**config.mk**
```make
export PLATFORM = sky130hd
export DESIGN_NAME = edge_det_flt_flat
export DESIGN_NICKNAME = d
export VERILOG_FILES = /design/src/rtl/edge_det_flt_if.sv /design/src/rtl/edge_det_flt.sv /design/src/flat_wrapper.sv
export SDC_FILE = /design/constraint.sdc
export NUM_CORES = 1
export LEC_CHECK = 0
export CAP_MARGIN = 5
export CORE_ASPECT_RATIO = 1.4
export CORE_MARGIN = 2
export CORE_UTILIZATION = 35
export DETAILED_ROUTE_END_ITERATION = 16
export GPL_TIMING_DRIVEN = 0
export PLACE_DENSITY = 0.57
export SYNTH_ARGS = -nofsm -noshare
export SYNTH_HDL_FRONTEND = slang
export SYNTH_SLANG_ARGS = --single-unit
export TNS_END_PERCENT = 30
```
**constraint.sdc**
```tcl
create_clock -name clk_i -period 2.05 [get_ports clk_i]
set_input_delay 0.5125 -clock clk_i [delete_from_list [all_inputs] [get_ports clk_i]]
set_output_delay 0.5125 -clock clk_i [all_outputs]
set_load 0.05 [all_outputs]
```
**src/rtl/edge_det_flt_if.sv**
```systemverilog
// Pin-side bundle for edge_det_flt: async levels and controls in, filtered level,
// edge pulses, pending flags and interrupt out.
interface edge_det_flt_if #(
  parameter int CH_NUM = 8,
  parameter int FLT_W  = 4
);
  logic [CH_NUM-1:0]   dat_i;
  logic [CH_NUM-1:0]   en_i;
  logic [2*CH_NUM-1:0] mode_i;
  logic [FLT_W-1:0]    flt_thr_i;
  logic [CH_NUM-1:0]   clr_i;
  logic [CH_NUM-1:0]   dat_o;
  logic [CH_NUM-1:0]   re_o;
  logic [CH_NUM-1:0]   fe_o;
  logic [CH_NUM-1:0]   pend_o;
  logic                irq_o;

  modport master (
    output dat_i, en_i, mode_i, flt_thr_i, clr_i,
    input  dat_o, re_o, fe_o, pend_o, irq_o
  );

  modport slave (
    input  dat_i, en_i, mode_i, flt_thr_i, clr_i,
    output dat_o, re_o, fe_o, pend_o, irq_o
  );
endinterface

```
**src/rtl/edge_det_flt.sv**
```systemverilog
// Multi-channel synchroniser, glitch filter and edge detector with sticky
// pending flags and a combined interrupt.
module edge_det_flt #(
  parameter int CH_NUM   = 8,
  parameter int SYNC_STG = 2,
  parameter int FLT_W    = 4
) (
  input  logic          clk_i,
  input  logic          rst_n_i,
  edge_det_flt_if.slave bus
);

  logic [CH_NUM-1:0] sync_p0 [SYNC_STG];
  logic [CH_NUM-1:0] lvl_p1;
  logic [CH_NUM-1:0] re_p1;
  logic [CH_NUM-1:0] fe_p1;
  logic [FLT_W-1:0]  cnt_p1 [CH_NUM];
  logic [CH_NUM-1:0] pend_p2;
  logic [CH_NUM-1:0] rise_sel;
  logic [CH_NUM-1:0] fall_sel;
  logic [CH_NUM-1:0] smp;

  function automatic logic [FLT_W-1:0] sat_inc(input logic [FLT_W-1:0] v);
    return (&v) ? v : v + FLT_W'(1);
  endfunction

  // Stage 0: synchroniser chain
  always_ff @(posedge clk_i or negedge rst_n_i) begin
    if (!rst_n_i) begin
      for (int k = 0; k < SYNC_STG; k++) sync_p0[k] <= '0;
    end else begin
      sync_p0[0] <= bus.dat_i;
      for (int k = 1; k < SYNC_STG; k++) sync_p0[k] <= sync_p0[k-1];
    end
  end

  assign smp = sync_p0[SYNC_STG-1];

  // Stage 1: stability filter and edge pulses, both updated at the same edge
  always_ff @(posedge clk_i or negedge rst_n_i) begin
    if (!rst_n_i) begin
      lvl_p1 <= '0;
      re_p1  <= '0;
      fe_p1  <= '0;
      for (int i = 0; i < CH_NUM; i++) cnt_p1[i] <= '0;
    end else begin
      for (int i = 0; i < CH_NUM; i++) begin
        re_p1[i] <= 1'b0;
        fe_p1[i] <= 1'b0;
        if (smp[i] == lvl_p1[i]) begin
          cnt_p1[i] <= '0;
        end else if (cnt_p1[i] >= bus.flt_thr_i) begin
          lvl_p1[i]  <= smp[i];
          cnt_p1[i]  <= '0;
          re_p1[i]   <= smp[i] & bus.en_i[i];
          fe_p1[i]   <= ~smp[i] & bus.en_i[i];
        end else begin
          cnt_p1[i] <= sat_inc(cnt_p1[i]);
        end
      end
    end
  end

  always_comb begin
    rise_sel = '0;
    fall_sel = '0;
    for (int i = 0; i < CH_NUM; i++) begin
      rise_sel[i] = bus.mode_i[2*i];
      fall_sel[i] = bus.mode_i[2*i+1];
    end
  end

  // Stage 2: sticky pending; a set in the same cycle as a clear takes priority
  always_ff @(posedge clk_i or negedge rst_n_i) begin
    if (!rst_n_i) begin
      pend_p2 <= '0;
    end else begin
      pend_p2 <= (pend_p2 & ~bus.clr_i) | (re_p1 & rise_sel) | (fe_p1 & fall_sel);
    end
  end

  assign bus.dat_o  = lvl_p1;
  assign bus.re_o   = re_p1;
  assign bus.fe_o   = fe_p1;
  assign bus.pend_o = pend_p2;
  assign bus.irq_o  = |pend_p2;

endmodule

```
**src/flat_wrapper.sv**
```systemverilog
// flat-port wrapper written by rule: the top's interface ports become plain ports
module edge_det_flt_flat 
#(
  parameter int CH_NUM   = 8,
  parameter int SYNC_STG = 2,
  parameter int FLT_W    = 4
)
  (clk_i, rst_n_i, bus_dat_i, bus_en_i, bus_mode_i, bus_flt_thr_i, bus_clr_i, bus_dat_o, bus_re_o, bus_fe_o, bus_pend_o, bus_irq_o);
  edge_det_flt_if #(.CH_NUM(CH_NUM), .FLT_W(FLT_W)) bus_i ();
  input  logic clk_i;
  input  logic rst_n_i;
  input wire logic [$bits(bus_i.dat_i)-1:0] bus_dat_i;
  input wire logic [$bits(bus_i.en_i)-1:0] bus_en_i;
  input wire logic [$bits(bus_i.mode_i)-1:0] bus_mode_i;
  input wire logic [$bits(bus_i.flt_thr_i)-1:0] bus_flt_thr_i;
  input wire logic [$bits(bus_i.clr_i)-1:0] bus_clr_i;
  output wire logic [$bits(bus_i.dat_o)-1:0] bus_dat_o;
  output wire logic [$bits(bus_i.re_o)-1:0] bus_re_o;
  output wire logic [$bits(bus_i.fe_o)-1:0] bus_fe_o;
  output wire logic [$bits(bus_i.pend_o)-1:0] bus_pend_o;
  output wire logic [$bits(bus_i.irq_o)-1:0] bus_irq_o;
  assign bus_i.dat_i = bus_dat_i;
  assign bus_i.en_i = bus_en_i;
  assign bus_i.mode_i = bus_mode_i;
  assign bus_i.flt_thr_i = bus_flt_thr_i;
  assign bus_i.clr_i = bus_clr_i;
  assign bus_dat_o = bus_i.dat_o;
  assign bus_re_o = bus_i.re_o;
  assign bus_fe_o = bus_i.fe_o;
  assign bus_pend_o = bus_i.pend_o;
  assign bus_irq_o = bus_i.irq_o;
  edge_det_flt #(.CH_NUM(CH_NUM), .SYNC_STG(SYNC_STG), .FLT_W(FLT_W)) u_core (.clk_i(clk_i), .rst_n_i(rst_n_i), .bus(bus_i));
endmodule
```
==> qor.json, run 1 <==
{
  "global_routing": {
    "first_global_vias": 3037,
    "global_route.usage.total_pct": 14.48,
    "grt_first_pass_wirelength_um": 13700,
    "gr-usage-met3_pct": 2.635,
    "gr-usage-met1_pct": 17.49,
    "grt_start_max_net_pins": 58,
    "globalRouteOverflowTotal": 0,
    "groute.layer.met2.usage_pct": 24.38,
    "gr-max-usage-layer": "met2",
    "grt_antenna_before_repair": 0
  },
  "finish": {
    "layout.core_utilization_pct": 49.05,
    "final_cell_count_without_fillers": 573,
    "layout-area-overhead-vs-synth_pct": 36.45,
    "fillCellCount": 1000,
    "drive_gt1_share_pct": 11.34,
    "antenna-diode-count": 0,
    "nets": 513,
    "postLayoutCellArea_um2": 5303
  },
  "timing": {
    "grt_setup_unrepaired": "no",
    "timing_worst_slew_pin_value_ps": 538.6,
    "count_of_pins_over_their_slew_limit": 0,
    "timing.final.crit_share_pct": 98.26,
    "timing_hold_violations_final": 0,
    "fin_skew_ps": 6.743,
    "max_clock_freq_mhz": 496.4,
    "slew-limit-headroom_pct": 64.23,
    "finalSetupViolations": 0,
    "totalNegativeSetupSlack_ps": 0,
    "shortest_clock_period_the_worst_path_allows_after_layout_ps": 2014
  },
  "die": {
    "die_height_um": 128.7,
    "effective_utilization_at_floorplan_pct": 35.95,
    "design.core.area_um2": 10810,
    "rows": 45,
    "dieWidth_um": 93.06,
    "ioPinCount": 79,
    "die_area_um2": 11970
  },
  "synth": {
    "synth.net_count": 420,
    "synth.avg_cell_area_um2": 11.64,
    "ys_seq_elements": 80,
    "synth_warnings": 0,
    "synth_cell_types": 21,
    "synth_sequential_area_ratio_pct": 51.51,
    "synth_area_um2": 3886,
    "synthCells": 334
  },
  "route": {
    "drt-initial-drc-count": 125,
    "drt-pass1-iter-count": 4,
    "detail-route-antenna-nets": 0,
    "drc": 0,
    "post_drt_wl_per_cell_um": 13.76,
    "route.detailed.vias_per_inst": 5.094,
    "route.vias.total": 2919,
    "routed_wirelength_um": 7882
  },
  "pwr": {
    "p_int_mw": 3.813,
    "seq_power_share_pct": 37.7,
    "power_switching_share_pct": 35.17,
    "vdd_drop_max_mv": 0.4852,
    "pwr_density_cell_nw_per_um2": 1109,
    "power_frac_clock_pct": 31.1,
    "netSwitchingPower_mw": 2.069,
    "fin_total_pwr_mw": 5.881,
    "combinationalPowerShare_pct": 31.1,
    "leakage_power_nw": 2.486
  },
  "critical_path": {
    "critPathMaxFanout": 3,
    "slowest_stage": "clkdlybuf4s50_1",
    "crit_path_start": "u_core.bus.pend_o[7]",
    "worst_setup_path_start_kind": "flop",
    "timing.critical_path.slowest_cell_delay_ps": 810,
    "termination_of_the_worst_setup_path": "bus_pend_o[7]",
    "critical_path_depth": 1,
    "endpoint_kind_of_the_worst_setup_timing_path": "primary output",
    "path_delay_family": "buffers and inverters",
    "worstRegToRegCells": 5,
    "critPathBufInv": 1,
    "r2r-end": "u_core.bus.dat_o[2]",
    "r2r-start": "u_core.cnt_p1[20]",
    "cp_cell_sequence": "clkdlybuf4s50_1",
    "required_ps": 1540,
    "criticalPathCategory": "reg2out",
    "r2r_slack_ps": 340,
    "cp_data_arrival_time_ps": 1500
  },
  "run": {
    "maxCapViolations": 0
  },
  "placed_design": {
    "placedCellCount": 554,
    "postPlaceCellArea_um2": 4868,
    "hpwl_um": 5785,
    "buffer_ports.inserted": 78,
    "finalWeightedCongestion": 0.7533
  },
  "run_status": {
    "outcome": "finished clean"
  },
  "clock_tree": {
    "cts_buffer_depth": 2,
    "clkLatencyLatePin_ps": 340,
    "cts_root_buffer": "clkbuf_16",
    "numCtsBuffers": 9,
    "clock_sink_count": 80,
    "clk_pin_slew_worst_setup_hold_paths_ps": 60,
    "tritoncts": "yes",
    "number_of_h_tree_levels": 3
  },
  "hold_path": {
    "holdCritPathClass": "in2async"
  }
}
[power by group through the flow]
stage / logic (mW) / clock network (mW) / registers (mW)
6_report: 1.83 / 1.83 / 2.22
5_1_grt: 2.05 / 1.94 / 2.28
4_1_cts: 1.86 / 1.88 / 2.22
3_3_place_gp: 1.85 / 0 / 2.24
3_5_place_dp: 1.90 / 0 / 2.25
2_1_floorplan: 0.932 / 0 / 2.56
[layout make-up]
class / count / area (µm²) / share of cell area [%]
clock buffer: 9 / 225.2 / 4.247
clock inverter: 7 / 120.1 / 2.265
inverter: 19 / 82.58 / 1.557
multi-input combinational: 235 / 1847 / 34.83
sequential: 80 / 2002 / 37.75
tap: 141 / 176.4 / 3.327
timing repair buffer: 82 / 849.6 / 16.02
[stage by stage]
stage	setup slack (ps)	hold slack [ps]
global placement	-2432	331.8
floorplan	297.9	216.9
CTS	-81.59	82.11
global route	0.8292	97.22
detailed placement	-527.0	337.0
finish	35.58	75.83
[sequential cells by signal, indices dropped and copies added, names as in the netlist]
name               flops
u_core.bus.dat_o       8
u_core.cnt_p1         32
u_core.smp             8
u_core.bus.pend_o      8
u_core.bus.fe_o        8
u_core.sync_p0         8
u_core.bus.re_o        8
[worst min-delay path by stage]
stage	to	cells past startpoint	from	slack, ps
floorplan	u_core.bus.dat_o[0]	0	rst_n_i	220
global placement	u_core.smp[7]	0	u_core.sync_p0[15]	330
detailed placement	u_core.smp[7]	0	u_core.sync_p0[15]	340
CTS	u_core.sync_p0[11]	1	rst_n_i	80
global route	u_core.sync_p0[11]	1	rst_n_i	100
finish	u_core.sync_p0[11]	1	rst_n_i	80
[kinds of logic (layout without fill, tap and decap cells)]
family / after synthesis / count (layout) / synth area share (%)
XOR/XNOR: 16 / 16 / 3.606
AND/OR/NAND/NOR: 107 / 107 / 16.26
buffers and inverters: 19 / 117 / 1.835
multiplexers: 16 / 16 / 4.379
adder cells (fa/ha/maj): 40 / 40 / 12.88
AO/OA/AOI/OAI: 56 / 56 / 9.530
flip-flops: 80 / 80 / 51.51
[timing repair]
item	4_1_cts	5_1_grt
hold buffers	0	0
cloned	0	0
pin swaps	2	1
gates resized for setup	24	13
setup buffers	2	1
setup endpoints to repair	51	16
endpoints found under the hold margin	0	0
[metal layers]
metal | up-vias | part of all wire [%]
li1 | 1423 | -
met1 | 1414 | 43
met3 | 14 | 4.7
met4 | 0 | 2.9
met5 | - | 0
met2 | 68 | 49
[synth_stat cells]
master | instances | area share [%]
o21a_1 | 8 | 1.5
nor4_1 | 2 | 0.32
and4bb_2 | 10 | 3.2
nor3_1 | 16 | 2.1
a21oi_1 | 8 | 1.0
xor2_1 | 8 | 1.8
a31oi_1 | 8 | 1.3
dfrtp_1 | 80 | 52
inv_1 | 19 | 1.8
xnor2_1 | 8 | 1.8
nand2_1 | 9 | 0.87
o21ai_0 | 8 | 1.0
nor4bb_1 | 6 | 1.5
a22oi_1 | 8 | 1.5
nand3_1 | 16 | 2.1
nor2_1 | 32 | 3.1
ha_1 | 40 | 13
mux2i_1 | 8 | 2.1
nor3b_1 | 16 | 3.1
mux2_2 | 8 | 2.3
o211ai_1 | 16 | 3.1
[cells in the final DEF (no fill, tap or decap)]
master	n
dfrtp_1	80
clkdlybuf4s50_1	52
ha_1	39
nor2_1	32
dlygate4sd2_1	17
inv_1	16
o211ai_1	16
nor3_1	16
nand3_1	16
nor3b_1	15
and4bb_2	10
nand2_1	9
clkbuf_16	9
a22oi_1	8
o21ai_0	8
o21a_1	8
xor2_1	8
mux2i_1	8
xnor2_1	8
a31oi_1	8
mux2_2	8
a21oi_1	7
dlymetal6s2s_1	6
nor4bb_1	5
clkinvlp_4	4
bufinv_16	3
buf_12	3
clkinv_4	2
clkbuf_2	2
nor4_1	1
nor4_2	1
nor4bb_2	1
nor3b_2	1
a21oi_2	1
ha_4	1
clkinv_2	1
buf_4	1
buf_16	1
Note: power is estimated with default switching activity, not from simulation.
==> run 2: changes to the inputs <==
--- a/config.mk
+++ b/config.mk
@@ -7,10 +7,9 @@
 export LEC_CHECK = 0
 export CAP_MARGIN = 5
 export CORE_ASPECT_RATIO = 1.4
-export CORE_MARGIN = 2
 export CORE_UTILIZATION = 35
 export DETAILED_ROUTE_END_ITERATION = 16
-export GPL_TIMING_DRIVEN = 0
+export GPL_TIMING_DRIVEN = 1
 export PLACE_DENSITY = 0.57
 export SYNTH_ARGS = -nofsm -noshare
 export SYNTH_HDL_FRONTEND = slang
==> run 2 against run 1 <==
Against the previous run:
- critical path depth unchanged
- worst hold slack improved by 130 ps
- cell count increased by 1.2%
- via count decreased by 0.14%
- design area up 1.3%
- core utilization is 0.63 points higher
- critical endpoint is now bus_fe_o[5]
==> qor.json, run 2 (synthesized netlist as in run 1, its figures left out) <==
{
  "clock_tree": {
    "number_of_h_tree_levels": 3,
    "clk_pin_slew_worst_setup_hold_paths_ps": 60,
    "numCtsBuffers": 9,
    "tritoncts": "yes",
    "cts_buffer_depth": 2,
    "clkLatencyLatePin_ps": 330,
    "cts_root_buffer": "clkbuf_16",
    "cts.hold.buffers_added": 0,
    "clock_sink_count": 80
  },
  "critical_path": {
    "path_delay_family": "buffers and inverters",
    "worst_setup_path_start_kind": "flop",
    "timing.critical_path.slowest_cell_delay_ps": 810,
    "cp_data_arrival_time_ps": 1510,
    "critPathBufInv": 1,
    "criticalPathCategory": "reg2out",
    "cp_cell_sequence": "clkdlybuf4s50_1",
    "critPathMaxFanout": 2,
    "endpoint_kind_of_the_worst_setup_timing_path": "primary output",
    "slowest_stage": "clkdlybuf4s50_1",
    "required_ps": 1540
  },
  "timing": {
    "count_of_pins_over_their_slew_limit": 0,
    "max_clock_freq_mhz": 495.2,
    "timing_hold_violations_final": 0,
    "timing.final.crit_share_pct": 98.50,
    "shortest_clock_period_the_worst_path_allows_after_layout_ps": 2019,
    "finalSetupViolations": 0,
    "fin_skew_ps": 4.233,
    "slew-limit-headroom_pct": 66.01,
    "timing.hold.ws_ps": 205.1,
    "grt_setup_unrepaired": "no",
    "timing_worst_slew_pin_value_ps": 509.1
  },
  "hold_path": {
    "holdCritPathClass": "in2async"
  },
  "die": {
    "ioPinCount": 79,
    "rows": 45,
    "dieWidth_um": 91.06,
    "die_area_um2": 11530,
    "die_height_um": 126.7,
    "design.core.area_um2": 10810,
    "effective_utilization_at_floorplan_pct": 35.95
  },
  "pwr": {
    "leakage_power_nw": 2.493,
    "vdd_drop_max_mv": 0.5613,
    "fin_total_pwr_mw": 5.707,
    "pwr_density_cell_nw_per_um2": 1063
  },
  "finish": {
    "most_frequent_standard_cell_in_the_layout_excluding_fill_and_tap_cells": "dfrtp_1",
    "layout.cells.most_common_list": "80 x dfrtp_1, 54 x clkdlybuf4s50_1, 35 x ha_1",
    "largest_register_ff_count": 32,
    "nets": 521,
    "layout.core_utilization_pct": 49.68,
    "regMostFlops": "u_core.cnt_p1",
    "antenna-diode-count": 0,
    "final_cell_count_without_fillers": 580,
    "drive_gt1_share_pct": 18.00,
    "layout-area-overhead-vs-synth_pct": 38.18
  },
  "placed_design": {
    "hpwl_um": 5669,
    "placedCellCount": 563,
    "buffer_ports.inserted": 78,
    "finalWeightedCongestion": 0.7236
  },
  "global_routing": {
    "grt_start_max_net_pins": 81,
    "globalRouteOverflowTotal": 0,
    "global_route.usage.total_pct": 15.53,
    "first_global_vias": 3016,
    "grt_first_pass_wirelength_um": 14030,
    "grt_antenna_before_repair": 0
  },
  "route": {
    "drt-pass1-iter-count": 4,
    "detail-route-antenna-nets": 0,
    "drc": 0,
    "drt-initial-drc-count": 129,
    "routed_wirelength_um": 8000,
    "post_drt_wl_per_cell_um": 13.79,
    "route.detailed.vias_per_inst": 5.026,
    "route.vias.total": 2915
  },
  "run_status": {
    "outcome": "finished clean"
  },
  "run": {
    "maxCapViolations": 0
  }
}
-- run 2: worst register-to-register path: cells and delay by family (launching register included) --
| kind | cells | cell delay (ps) |
|---|---|---|
| AO/OA/AOI/OAI | 1 | 190 |
| adder cells (fa/ha/maj) | 1 | 290 |
| buffers and inverters | 1 | 70 |
| flip-flops | 1 | 440 |
| multiplexers | 1 | 340 |
| AND/OR/NAND/NOR | 1 | 200 |
-- run 2: power breakdown --
group	total (mW)	internal [mW]	leakage, nW	switching, mW
sequential	2.24	1.86	1.04	0.375
combinational	2.02	0.910	1.32	1.11
clock	1.45	0.881	0.130	0.573
total	5.71	3.65	2.49	2.05
-- run 2: final timing paths --
path                       slack, ps                from  cells after the start                   end
setup reg to reg                 400   u_core.cnt_p1[20]                      5   u_core.bus.dat_o[2]
hold reg to reg                  350  u_core.sync_p0[10]                      0         u_core.smp[2]
hold / removal                   210             rst_n_i                      2         u_core.smp[6]
max in group asynchronous       1540             rst_n_i                      2  u_core.bus.pend_o[4]
setup / recovery                  30  u_core.bus.fe_o[5]                      1           bus_fe_o[5]
min in group clk_i               350  u_core.sync_p0[10]                      0         u_core.smp[2]
-- run 2: final cells by class --
| cell class | instances | area, µm² |
|---|---|---|
| Multi-Input combinational cell | 235 | 1956 |
| Tap cell | 141 | 176.4 |
| Inverter | 19 | 82.58 |
| Sequential cell | 80 | 2002 |
| Timing Repair Buffer | 90 | 885.9 |
| Clock buffer | 15 | 267.8 |
| Fill cell | 977 | 5440 |
-- run 2: through the flow --
| stage | worst slack, ps | TNS (ps) | instance area, µm² |
|---|---|---|---|
| floorplan | 297.9 | 0 | 3886 |
| global placement | -355.3 | -13220 | 4893 |
| detailed placement | -382.2 | -14950 | 4893 |
| CTS | 1.543 | 0 | 5256 |
| global route | 5.709 | 0 | 5370 |
| finish | 30.75 | 0 | 5370 |
-- run 2: repair_timing --
item | CTS | global route
gates cloned | 0 | 0
endpoints found under the setup margin | 9 | 36
pin swaps | 2 | 7
gates resized for setup | 12 | 21
buffers inserted | 2 | 0
-- run 2: routing by layer --
| metal | routed length, µm | track usage [%] | share of wire, % |
|---|---|---|---|
| met3 | 395 | 4.017 | 4.9 |
| met2 | 4056 | 26.43 | 51 |
| met5 | 0 | 0 | 0 |
| met4 | 157 | 6.723 | 2.0 |
| met1 | 3392 | 18.53 | 42 |
==> run 3: changes to the inputs <==
--- a/config.mk
+++ b/config.mk
@@ -11,6 +11,7 @@
 export DETAILED_ROUTE_END_ITERATION = 16
 export GPL_TIMING_DRIVEN = 1
 export PLACE_DENSITY = 0.57
+export SLEW_MARGIN = 15
 export SYNTH_ARGS = -nofsm -noshare
 export SYNTH_HDL_FRONTEND = slang
 export SYNTH_SLANG_ARGS = --single-unit
==> constraint.sdc (replaced) <==
create_clock -name clk_i -period 2.05 [get_ports clk_i]
set_input_delay 0.5125 -clock clk_i [delete_from_list [all_inputs] [get_ports clk_i]]
set_output_delay 0.5125 -clock clk_i [all_outputs]
set_load 0.005 [all_outputs]
==> run 3 against run 2 <==
Against the previous run:
- clock power is essentially flat
- critical path depth grew 5
- cell count grew 1.2%
- worst hold slack lost 150 ps
- global-route usage is essentially flat
- register-to-register slack is essentially flat
- fmax grew 3.7%
- highest routed layer unchanged
==> qor.json, run 3 (synthesized netlist as in run 1, its figures left out) <==
{
  "critical_path": {
    "endpoint_kind_of_the_worst_setup_timing_path": "flop",
    "timing.critical_path.slowest_cell_delay_ps": 450,
    "criticalPathCategory": "in2reg",
    "worst_setup_path_start_kind": "input pin",
    "slowest_stage": "clkdlybuf4s50_1",
    "critPathBufInv": 2,
    "path_delay_family": "buffers and inverters",
    "cp_cell_sequence": "clkdlybuf4s50_1 -> buf_4 -> ha_1 -> nor3b_1 -> o21a_1 -> mux2_2",
    "critPathMaxFanout": 8,
    "cp_data_arrival_time_ps": 2160,
    "required_ps": 2270
  },
  "placed_design": {
    "hpwl_um": 5961,
    "dp_worst_setup_slack_ps": -421.7,
    "placedCellCount": 565,
    "finalWeightedCongestion": 0.7448,
    "buffer_ports.inserted": 78
  },
  "clock_tree": {
    "tritoncts": "yes",
    "clock_sink_count": 80,
    "numCtsBuffers": 9,
    "clkLatencyLatePin_ps": 330,
    "number_of_h_tree_levels": 3,
    "cts_root_buffer": "clkbuf_16",
    "clk_pin_slew_worst_setup_hold_paths_ps": 50,
    "cts_buffer_depth": 2
  },
  "finish": {
    "nets": 528,
    "layout-area-overhead-vs-synth_pct": 40.89,
    "layout.core_utilization_pct": 50.65,
    "regMostFlops": "u_core.cnt_p1",
    "most_frequent_standard_cell_in_the_layout_excluding_fill_and_tap_cells": "dfrtp_1",
    "sequential_cell_area_um2": 2004,
    "fillCellCount": 968,
    "drive_gt1_share_pct": 16.59,
    "antenna-diode-count": 0,
    "largest_register_ff_count": 32,
    "layout.cells.most_common_list": "78 x dfrtp_1, 73 x clkdlybuf4s50_1, 37 x ha_1",
    "final_cell_count_without_fillers": 587,
    "multiInputGateArea_um2": 1971
  },
  "route": {
    "route.detailed.vias_per_inst": 4.997,
    "routed_wirelength_um": 8082,
    "drc": 0,
    "drt-initial-drc-count": 100,
    "drt-pass1-iter-count": 4,
    "detail-route-antenna-nets": 0,
    "post_drt_wl_per_cell_um": 13.77,
    "route.vias.total": 2933
  },
  "timing": {
    "timing_hold_violations_final": 0,
    "max_clock_freq_mhz": 513.4,
    "timing_worst_slew_pin_value_ps": 382.0,
    "slew-limit-headroom_pct": 74.42,
    "worst_slack_ps": 102.1,
    "finalSetupViolations": 0,
    "count_of_pins_over_their_slew_limit": 0,
    "grt_setup_unrepaired": "no",
    "timing.final.crit_share_pct": 95.02,
    "shortest_clock_period_the_worst_path_allows_after_layout_ps": 1948,
    "fin_skew_ps": 3.217
  },
  "die": {
    "design.core.area_um2": 10810,
    "dieWidth_um": 91.06,
    "die_area_um2": 11530,
    "rows": 45,
    "die_height_um": 126.7,
    "ioPinCount": 79,
    "effective_utilization_at_floorplan_pct": 35.95
  },
  "global_routing": {
    "globalRouteOverflowTotal": 0,
    "gr-usage-met1_pct": 18.95,
    "first_global_vias": 3049,
    "groute.layer.met2.usage_pct": 26.87,
    "grt_antenna_before_repair": 0,
    "grt_start_max_net_pins": 33,
    "global_route.usage.total_pct": 15.57,
    "grt_first_pass_wirelength_um": 14130,
    "gr-max-usage-layer": "met2",
    "gr-usage-met3_pct": 2.158
  },
  "pwr": {
    "vdd_drop_max_mv": 0.4738,
    "pwr_density_cell_nw_per_um2": 976.4,
    "leakage_power_nw": 2.450,
    "fin_total_pwr_mw": 5.346
  },
  "hold_path": {
    "holdCritPathClass": "in2async"
  },
  "run": {
    "maxCapViolations": 0
  },
  "run_status": {
    "outcome": "finished clean"
  }
}
-- run 3: worst register-to-register path, delay by kind of cell, from the launching register on --
family / cells / cell delay, ps
AO/OA/AOI/OAI: 1 / 190
buffers and inverters: 1 / 70
AND/OR/NAND/NOR: 1 / 190
flip-flops: 1 / 440
multiplexers: 1 / 340
adder cells (fa/ha/maj): 1 / 290
-- run 3: cell type report --
class / count / share of cell area [%]
Clock buffer: 15 / 4.890
Inverter: 19 / 1.508
Multi-Input combinational cell: 235 / 35.99
Sequential cell: 80 / 36.61
Tap cell: 141 / 3.222
Timing Repair Buffer: 97 / 17.78
-- run 3: final timing paths --
check                                    from                   end  slack [ps]  cells after the start
max in group asynchronous             rst_n_i  u_core.bus.pend_o[5]        1470                      2
setup / recovery             bus_flt_thr_i[0]   u_core.bus.dat_o[4]         100                      6
hold reg to reg            u_core.sync_p0[10]         u_core.smp[2]         350                      0
hold / removal                        rst_n_i    u_core.sync_p0[14]          50                      1
setup reg to reg            u_core.cnt_p1[20]   u_core.bus.dat_o[2]         410                      5
min in group clk_i         u_core.sync_p0[10]         u_core.smp[2]         350                      0
-- run 3: per-layer routing --
layer / wire length (µm) / part of all wire [%] / vias to the layer above
met5: 0 / 0 / -
met4: 163 / 2.0 / 0
met3: 298 / 3.7 / 10
met2: 4037 / 50 / 66
met1: 3582 / 44 / 1417
li1: - / - / 1440
-- run 3: where the power goes --
group	switching, mW	leakage (nW)	total [mW]	internal, mW
Sequential	0.388	1.04	2.25	1.86
Combinational	0.677	1.28	1.64	0.964
Clock	0.573	0.130	1.45	0.881
-- run 3: metrics by stage --
stage	setup TNS (ps)	hold slack, ps	instance area, µm²
finish	0	51.05	5475
CTS	-8.456	48.02	5371
global route	0	62.77	5475
floorplan	0	216.9	3886
detailed placement	-15730	336.2	4943
global placement	-13500	331.5	4943
-- run 3: repair_timing --
action / 4_1_cts / 5_1_grt
hold buffers: 0 / 0
endpoints found under the setup margin: 10 / 34
setup buffers: 6 / 1
pin swaps: 3 / 6
resized for setup: 19 / 14
